File: src/rtl/cmp_rr_sched.sv
// Round-robin scheduler sharing one 4-bit constant comparator among NREQ requesters.
// Latency: grant in cycle N, registered result (id, match) valid in cycle N+1.
// Backpressure: while a result is held and res_ready_i is low, no grant is issued and state freezes.
module cmp_rr_sched #(
    parameter int          NREQ      = 4,
    parameter int          IDW       = 2,
    parameter logic [3:0]  CMP_CONST = 4'b0101,
    parameter int          CNTW      = 8
) (
    input  logic              clk,
    input  logic              rst_n,
    input  logic [NREQ-1:0]   req_i,
    input  logic [4*NREQ-1:0] x_i,
    output logic [NREQ-1:0]   gnt_o,
    output logic              res_valid_o,
    input  logic              res_ready_i,
    output logic [IDW-1:0]    res_id_o,
    output logic              res_q_o,
    output logic [CNTW-1:0]   match_cnt_o,
    output logic              busy_o
);

    logic [IDW-1:0] ptr;
    logic           accept;
    logic           found_hi;
    logic           found_lo;
    logic [IDW-1:0] idx_hi;
    logic [IDW-1:0] idx_lo;
    logic [IDW-1:0] gnt_idx;
    logic           grant_en;
    logic [3:0]     nib;
    logic           match;
    logic [IDW-1:0] ptr_next;

    // Rotating priority: lowest requester at or above ptr wins, else lowest overall.
    always_comb begin
        accept   = !res_valid_o || res_ready_i;
        found_hi = 1'b0;
        found_lo = 1'b0;
        idx_hi   = '0;
        idx_lo   = '0;
        for (int k = NREQ - 1; k >= 0; k--) begin
            if (req_i[k]) begin
                found_lo = 1'b1;
                idx_lo   = IDW'(k);
                if (IDW'(k) >= ptr) begin
                    found_hi = 1'b1;
                    idx_hi   = IDW'(k);
                end
            end
        end
        gnt_idx  = found_hi ? idx_hi : idx_lo;
        // Gating with rst_n keeps the grant low while reset is asserted.
        grant_en = rst_n && accept && (found_hi || found_lo);
    end

    // One-hot grant decode, nibble mux into the shared comparator, and pointer advance.
    always_comb begin
        gnt_o = '0;
        nib   = '0;
        for (int k = 0; k < NREQ; k++) begin
            if (gnt_idx == IDW'(k)) begin
                gnt_o[k] = grant_en;
                nib      = x_i[4*k +: 4];
            end
        end
        match    = (nib == CMP_CONST);
        ptr_next = (gnt_idx == IDW'(NREQ - 1)) ? '0 : gnt_idx + 1'b1;
    end

    // Result register, RR pointer and saturating match counter.
    always_ff @(posedge clk or negedge rst_n) begin
        if (!rst_n) begin
            ptr         <= '0;
            res_valid_o <= 1'b0;
            res_id_o    <= '0;
            res_q_o     <= 1'b0;
            match_cnt_o <= '0;
        end else if (grant_en) begin
            ptr         <= ptr_next;
            res_valid_o <= 1'b1;
            res_id_o    <= gnt_idx;
            res_q_o     <= match;
            if (match && (match_cnt_o != {CNTW{1'b1}})) begin
                match_cnt_o <= match_cnt_o + 1'b1;
            end
        end else if (res_valid_o && res_ready_i) begin
            // Consumed with nothing new: id/q keep their last values.
            res_valid_o <= 1'b0;
        end
    end

    // Activity indicator for clock gating / idle detection upstream.
    always_comb begin
        busy_o = (|req_i) || res_valid_o;
    end

endmodule
File: config.mk
export PLATFORM = sky130hd
export DESIGN_NAME = cmp_rr_sched
export DESIGN_NICKNAME = d
export VERILOG_FILES = /design/src/rtl/cmp_rr_sched.sv
export SDC_FILE = /design/constraint.sdc
export NUM_CORES = 1
export LEC_CHECK = 0
export CORE_MARGIN = 1.5
export CORE_UTILIZATION = 30
export CTS_CLUSTER_DIAMETER = 60
export DETAILED_ROUTE_END_ITERATION = 10
export GPL_TIMING_DRIVEN = 0
export HOLD_SLACK_MARGIN = 0.15
export PLACE_DENSITY = 0.68
export SLEW_MARGIN = 10
export SYNTH_ARGS = -nofsm -noshare
export SYNTH_HDL_FRONTEND = slang
export SYNTH_SLANG_ARGS = --single-unit
File: constraint.sdc
create_clock -name clk -period 5.6 [get_ports clk]
set_input_delay 1.4 -clock clk [delete_from_list [all_inputs] [get_ports clk]]
set_output_delay 1.4 -clock clk [all_outputs]
set_load 0.01 [all_outputs]
==> results of run 1 <==
[power breakdown]
group          internal, mW  leakage (nW)  switching, mW
Combinational         0.105         0.381         0.0790
Clock                0.0396        0.0210         0.0352
Sequential            0.129         0.177         0.0286
Total                 0.273         0.579          0.143
[final cells by class]
type	count	area [um2]	area share
multi-input combinational	65	514	0.380
timing repair buffer	39	390	0.289
sequential	14	350	0.259
tap	31	38.8	0.0287
clock buffer	4	36.3	0.0268
inverter	5	18.8	0.0139
buffer	1	3.75	0.00278
[sequential cells by signal (all words and copies together), names as in the netlist]
register     flops
match_cnt_o      8
ptr              2
res_id_o         2
res_q_o          1
res_valid_o      1
[metal layers]
layer  global-route usage  part of all wire  vias to the layer above
met1                0.166              0.44                      396
met4               0.0199                 0                        0
met3               0.0522             0.069                        0
met5                    0                 0                        -
li1                     -                 -                      390
met2                0.219              0.50                       27
[cell families (layout without fill, tap and decap cells)]
group           count (synthesis)  count (layout)  synth area share
mux                             6               6            0.0747
flops                          14              14             0.395
compound gates                 12              12             0.110
simple gates                   36              36             0.265
fa+ha+maj                       5               5            0.0705
xor+xnor                        6               6            0.0592
buf+inv                         6              49            0.0254
[synth_stat cells (2+ instances only)]
cell and instances:
nand4_1 3, inv_1 5, nand3_1 2, nand2_1 8, and3_1 7, dfrtp_1 14, nor4bb_1 2, a21oi_1 4
nand2b_1 3, nor2_1 2, xnor2_1 5, ha_1 5, mux2_1 5
[worst paths after layout]
path                                              start  slack, ns  cells after the start                          to
worst max-delay path                           req_i[2]       0.74                      8                    gnt_o[2]
worst min-delay path            res_id_o[1]$_DFFE_PN0P_       0.50                      1     res_id_o[1]$_DFFE_PN0P_
worst max register to register       ptr[1]$_DFFE_PN0P_       2.56                     10  match_cnt_o[6]$_DFFE_PN0P_
worst min register to register  res_id_o[1]$_DFFE_PN0P_       0.50                      1     res_id_o[1]$_DFFE_PN0P_
max in group asynchronous                         rst_n       3.63                      1     res_id_o[1]$_DFFE_PN0P_
min in group asynchronous                         rst_n       1.52                      1  match_cnt_o[3]$_DFFE_PN0P_
[worst max-delay path, cell delays in order]
cell,delay (ns)
clkdlybuf4s50_1,0.53
inv_1,0.08
o32ai_1,0.28
nor2_1,0.14
inv_1,0.11
ha_1,0.22
and3_1,0.17
clkdlybuf4s50_1,0.54
==> impl_summary.txt, run 1 <==
----------------------------------------------------
[Run status]
  Result of the run ... complete, no violations

[Critical path]
  Critical path class ... in2out
  Data arrival time of the critical path ... between 3 and 4 ns
  Maximum fanout along the worst path ... 4
  Startpoint Class ... input port
  Type of destination of the critical path ... output port
  Data required time of the critical path ... 4.20 ns

[Synth]
  Synth unique cells ... 33
  Sequential-to-total area share from yosys stat ... 0.395
  Synthesized Nets ... 113
  Number of flip-flops and latches in the synthesized netlist ... 14
  Proportion of netlist area held by the largest area contributor ... 0.395
  Synth warn ... 0
  EDFF count, synth ... 0
  Post-synthesis average cell area ... 10.4 um2
  Count of mapped cells out of synthesis ... 85
  Cell taking the most area after synthesis ... dfrtp_1
  Fraction of registers with async set/reset ... 1.00
  Top cells by area in the synthesized netlist ... dfrtp_1, ha_1, mux2_1
  Cell Area, Synth ... 887 um2
  Dominant register cell in the synthesized netlist ... dfrtp_1

[CTS]
  CTS Sinks ... 14
  Clock Pin Slew Worst Setup and Hold Paths ... approximately 0.08 ns
  TritonCTS clock tree ... built
  Clock buffer count from CTS ... 3
  Post-CTS Setup Repair Bufs ... 0
  Number of buffers on the longest clock path ... 2
  Hold-fix buffers, CTS ... 0
  Post-cts repair resize count ... 0
  Root buffer selected by CTS ... clkbuf_4
  Total number of H-tree levels ... 1
  Clock latency reported for the late side of the worst-skew pair ... between 0.2 and 0.3 ns

[Timing]
  Final setup violation count ... 0
  Maximum clock rate ... 206 MHz
  Total negative slack for setup checks ... 0 ns
  Slew Limit Headroom ... 0.537
  Max Transition Viols Final ... 0
  Largest clock skew in the final design ... between 0.007 and 0.008 ns
  Final critical path time including I/O delays and setup ... between 4 and 5 ns
  Period utilization ... 0.868
  Final WS setup ... 0.739 ns
  Hold_ws ... between 0.4 and 0.5 ns
  Unrepaired setup endpoints after global routing ... false
  Worst-Margin Slew ... a little under 0.7 ns
  Final Hold Violating Endpoints ... 0

[Routing]
  Post-route DRC violation count ... 0
  Detail-routed via count per cell ... roughly 5.1
  Number of DRC violations after detailed-routing iteration 0 ... 26
  Detailed-router iteration count before antenna repair ... 4
  Routed via count ... 813
  Drt wl/cell ... 13.1 um
  ANT nets after route ... 0
  Final WL ... 2090 um

[Global route]
  Via count of the first global-routing pass ... between 700 and 800
  Aggregate global routing overflow ... 0
  Wire length of the first global-routing pass ... between 3000 and 4000 um
  Initial antenna violation count ... 0
  Maximum number of pins on one net before global-route repair ... 17
  Total global-route track usage ... 0.132

[Floorplan]
  Height of the chip ... 57.4 um
  Die Wd ... 57.4 um
  Core area ... 0.00278 mm2
  Initial core utilization ... 0.319
  Count of pins on the block boundary ... 40
  Count of standard-cell rows ... 19
  Die Footprint ... 0.00329 mm2

[Placement]
  Placed Instances ... ~160
  Final Wtd Congestion ... 0.688
  Port buffer count ... 39
  Area of placed instances ... 0.00132 mm2
  Setup slack after placement ... 0.740 ns
  DPL Wire Length ... 1640 um

[Layout]
  Leading cell types in the layout, fill and taps excluded ... clkdlybuf4s50_1, dfrtp_1, nand2_1
  Final core utilization ... 0.486
  Synth-to-layout area growth ... 52.5%
  Final #Nets ... 157
  Commonest non-fill, non-tap cell in the layout ... clkdlybuf4s50_1
  Cell area after layout ... between 0.001 and 0.0015 mm2
  Fill count ... 279
  Non-filler cells in the finished layout ... 159
  Fraction of layout instances using a drive strength above 1 ... 0.0547
  Antenna cells ... 0

[Power]
  Leakage dissipation ... 0.579 nW
  Power per standard cell area ... ~300 mW/mm2
  Power, Total ... a little over 400 uW
  Peak supply drop ... 0.215 mV

[Worst hold path]
  Class of the tightest hold or removal check ... reg2reg

[Run]
  Number of max-capacitance violations reported ... 0

----------------------------------------------------
(Power assumes the default switching activity.)
==> inputs of run 2 (changes only) <==
Clock period 5.6 ns to 6.3 ns, I/O delays scaled along.
==> results of run 2 <==
Same layout as run 1 (identical final DEF). Status: complete, no violations.
Among the figures that moved: setup slack after placement 0.740 ns -> 1.09 ns; setup slack after layout 0.739 ns -> 1.09 ns; register-to-register setup slack 2.56 ns -> 3.26 ns; total power 0.416 mW -> 0.370 mW; worst IR drop on VDD 0.215 mV -> 0.191 mV
==> RTL edit: new RTL, settings of run 1 <==
Set the parameter `NREQ` to 2 (it was 4). Comments in the files are not updated.
--- a/src/rtl/cmp_rr_sched.sv
+++ b/src/rtl/cmp_rr_sched.sv
@@ -4,3 +4,3 @@
 module cmp_rr_sched #(
-    parameter int          NREQ      = 4,
+    parameter int          NREQ      = 2,
     parameter int          IDW       = 2,
Ports: changed (resized gnt_o, req_i and x_i); port bits go from 40 to 28. No check against the original RTL was run, so the function may have changed too.
==> RTL edit against run 1 <==
Sequential cell count decreased by 2; critical path depth decreased by 3; register-to-register slack improved by 1.4 ns; wire length decreased by 34%; setup slack improved by 0.12 ns; final area decreased by 30%; area after synthesis decreased by 30%; total power decreased by 42%; combinational power decreased by 65%.
==> RTL edit: results (changes against run 1) <==
synthesized-area fraction occupied by xor and xnor cells: 0.0990 (was 0.0592)
first-pass GRT wire length: 2460 µm (was 3440 µm)
share of the synthesized area in compound gates (AO/OA/AOI/OAI): 0.0768 (was 0.110)
ClkCell Share: 0.0382 (was 0.0268)
largest fanout of any net on the critical path: 14 (was 4)
number of iterations in the first detailed-routing pass: 2 (was 4)
count of port buffers added during placement: 26 (was 39)
estimated wirelength of the detail-placed design: 1040 µm (was 1640 µm)
WL/cell: 12.0 µm (was 13.1 µm)
minimum setup slack among reg-to-reg paths: 3.91 ns (was 2.56 ns)
number of global-route vias before repair: 562 (was 774)
worst reg2reg endpoint: match_cnt_o[1] (was match_cnt_o[6])
beginning of the worst hold path: res_q_o (was res_id_o[1])
routing usage on met2: 0.222 (was 0.219)
depth of the worst hold-timing path: 2 (was 1)
Post-DP Area: 913 µm² (was 0.00132 mm²)
synthesized instance count: 58 (was 85)
mux share of post-synthesis cell area: 0.0242 (was 0.0748)
Multi-In Gates: 44 (was 65)
gp weighted congestion: 0.808 (was 0.688)
FF+latch area: 300 µm² (was 350 µm²)
count of plain and timing-repair buffers in the layout: 27 (was 40)
met3 Track Usage GR: 0.0340 (was 0.0522)
1st-iter DRT viols: 4 (was 26)
Distinct cells, synth: 26 (was 33)
reg2reg path depth: 5 (was 10)
most area-consuming cells after synthesis: sky130_fd_sc_hd__dfrtp_1 48%, sky130_fd_sc_hd__xor2_1 8.5%, sky130_fd_sc_hd__nand2_1 4.2% (was sky130_fd_sc_hd__dfrtp_1 39%, sky130_fd_sc_hd__ha_1 7.1%, sky130_fd_sc_hd__mux2_1 6.3%)
Fill cells: 194 (was 279)
NonClk Buf Share: 0.282 (was 0.291)
pre-CTS setup slack: 0.813 ns (was 0.740 ns)
highest ir drop seen on vdd: 134 µV (was 215 µV)
Synth Register Bits: 12 (was 14)
pin count of the biggest net entering global routing: 15 (was 17)
total area of multi-input combinational cells: 308 µm² (was 514 µm²)
Reg2Reg Launch Point: match_cnt_o[0] (was ptr[1])
Worst Hold End: res_q_o (was res_id_o[1])
inverters: 1 (was 5)
outcome: completed (unchanged)
Adder-Cell Fraction of Synth Area: 0.0202 (was 0.0705)
leakage power total: 0.000428 µW (was 0.000579 µW)
post-route insts no fill: 115 (was 159)
Via-to-Cell Ratio: 4.77 (was 5.11)
maximum clock rate: 211 MHz (was 206 MHz)
GRT Util Overall: 0.134 (was 0.132)
share of the yosys chip area belonging to registers: 0.485 (was 0.395)
met1 track demand over resource in global routing: 0.155 (was 0.166)
share of final-layout standard cells stronger than drive strength 1: 0.125 (was 0.0547)
Clock Skew: 0.00686 ns (was 0.00773 ns)
area delta synth->final: 53.3% (was 52.5%)
arrival time of the worst setup path: 3.34 ns (was 3.46 ns)
==> RTL edit: worst max-delay path: stages <==
cell and delay, ns:
sky130_fd_sc_hd__clkdlybuf4s50_1 0.84, sky130_fd_sc_hd__o211a_2 0.36, sky130_fd_sc_hd__nand3_1 0.11, sky130_fd_sc_hd__inv_1 0.09
sky130_fd_sc_hd__clkdlybuf4s50_1 0.53
==> RTL edit: worst max-delay path by stage <==
stage / start / endpoint
finish: rst_n / gnt_o[1]
global route: rst_n / gnt_o[1]
CTS: rst_n / gnt_o[1]
detailed placement: rst_n / gnt_o[1]
global placement: rst_n / gnt_o[1]
floorplan: res_ready_i / gnt_o[1]
==> RTL edit: where the power goes <==
| part | total (µW) | internal (µW) | switching, µW |
|---|---|---|---|
| clock network | 69.3 | 39.6 | 29.7 |
| registers | 109 | 97.8 | 10.9 |
| logic | 64.3 | 40.1 | 24.3 |
==> RTL edit: metal layers <==
layer	wire length, µm	vias up
met5	0	-
met4	31	0
met3	95	5
met2	637	24
met1	615	256
li1	-	263
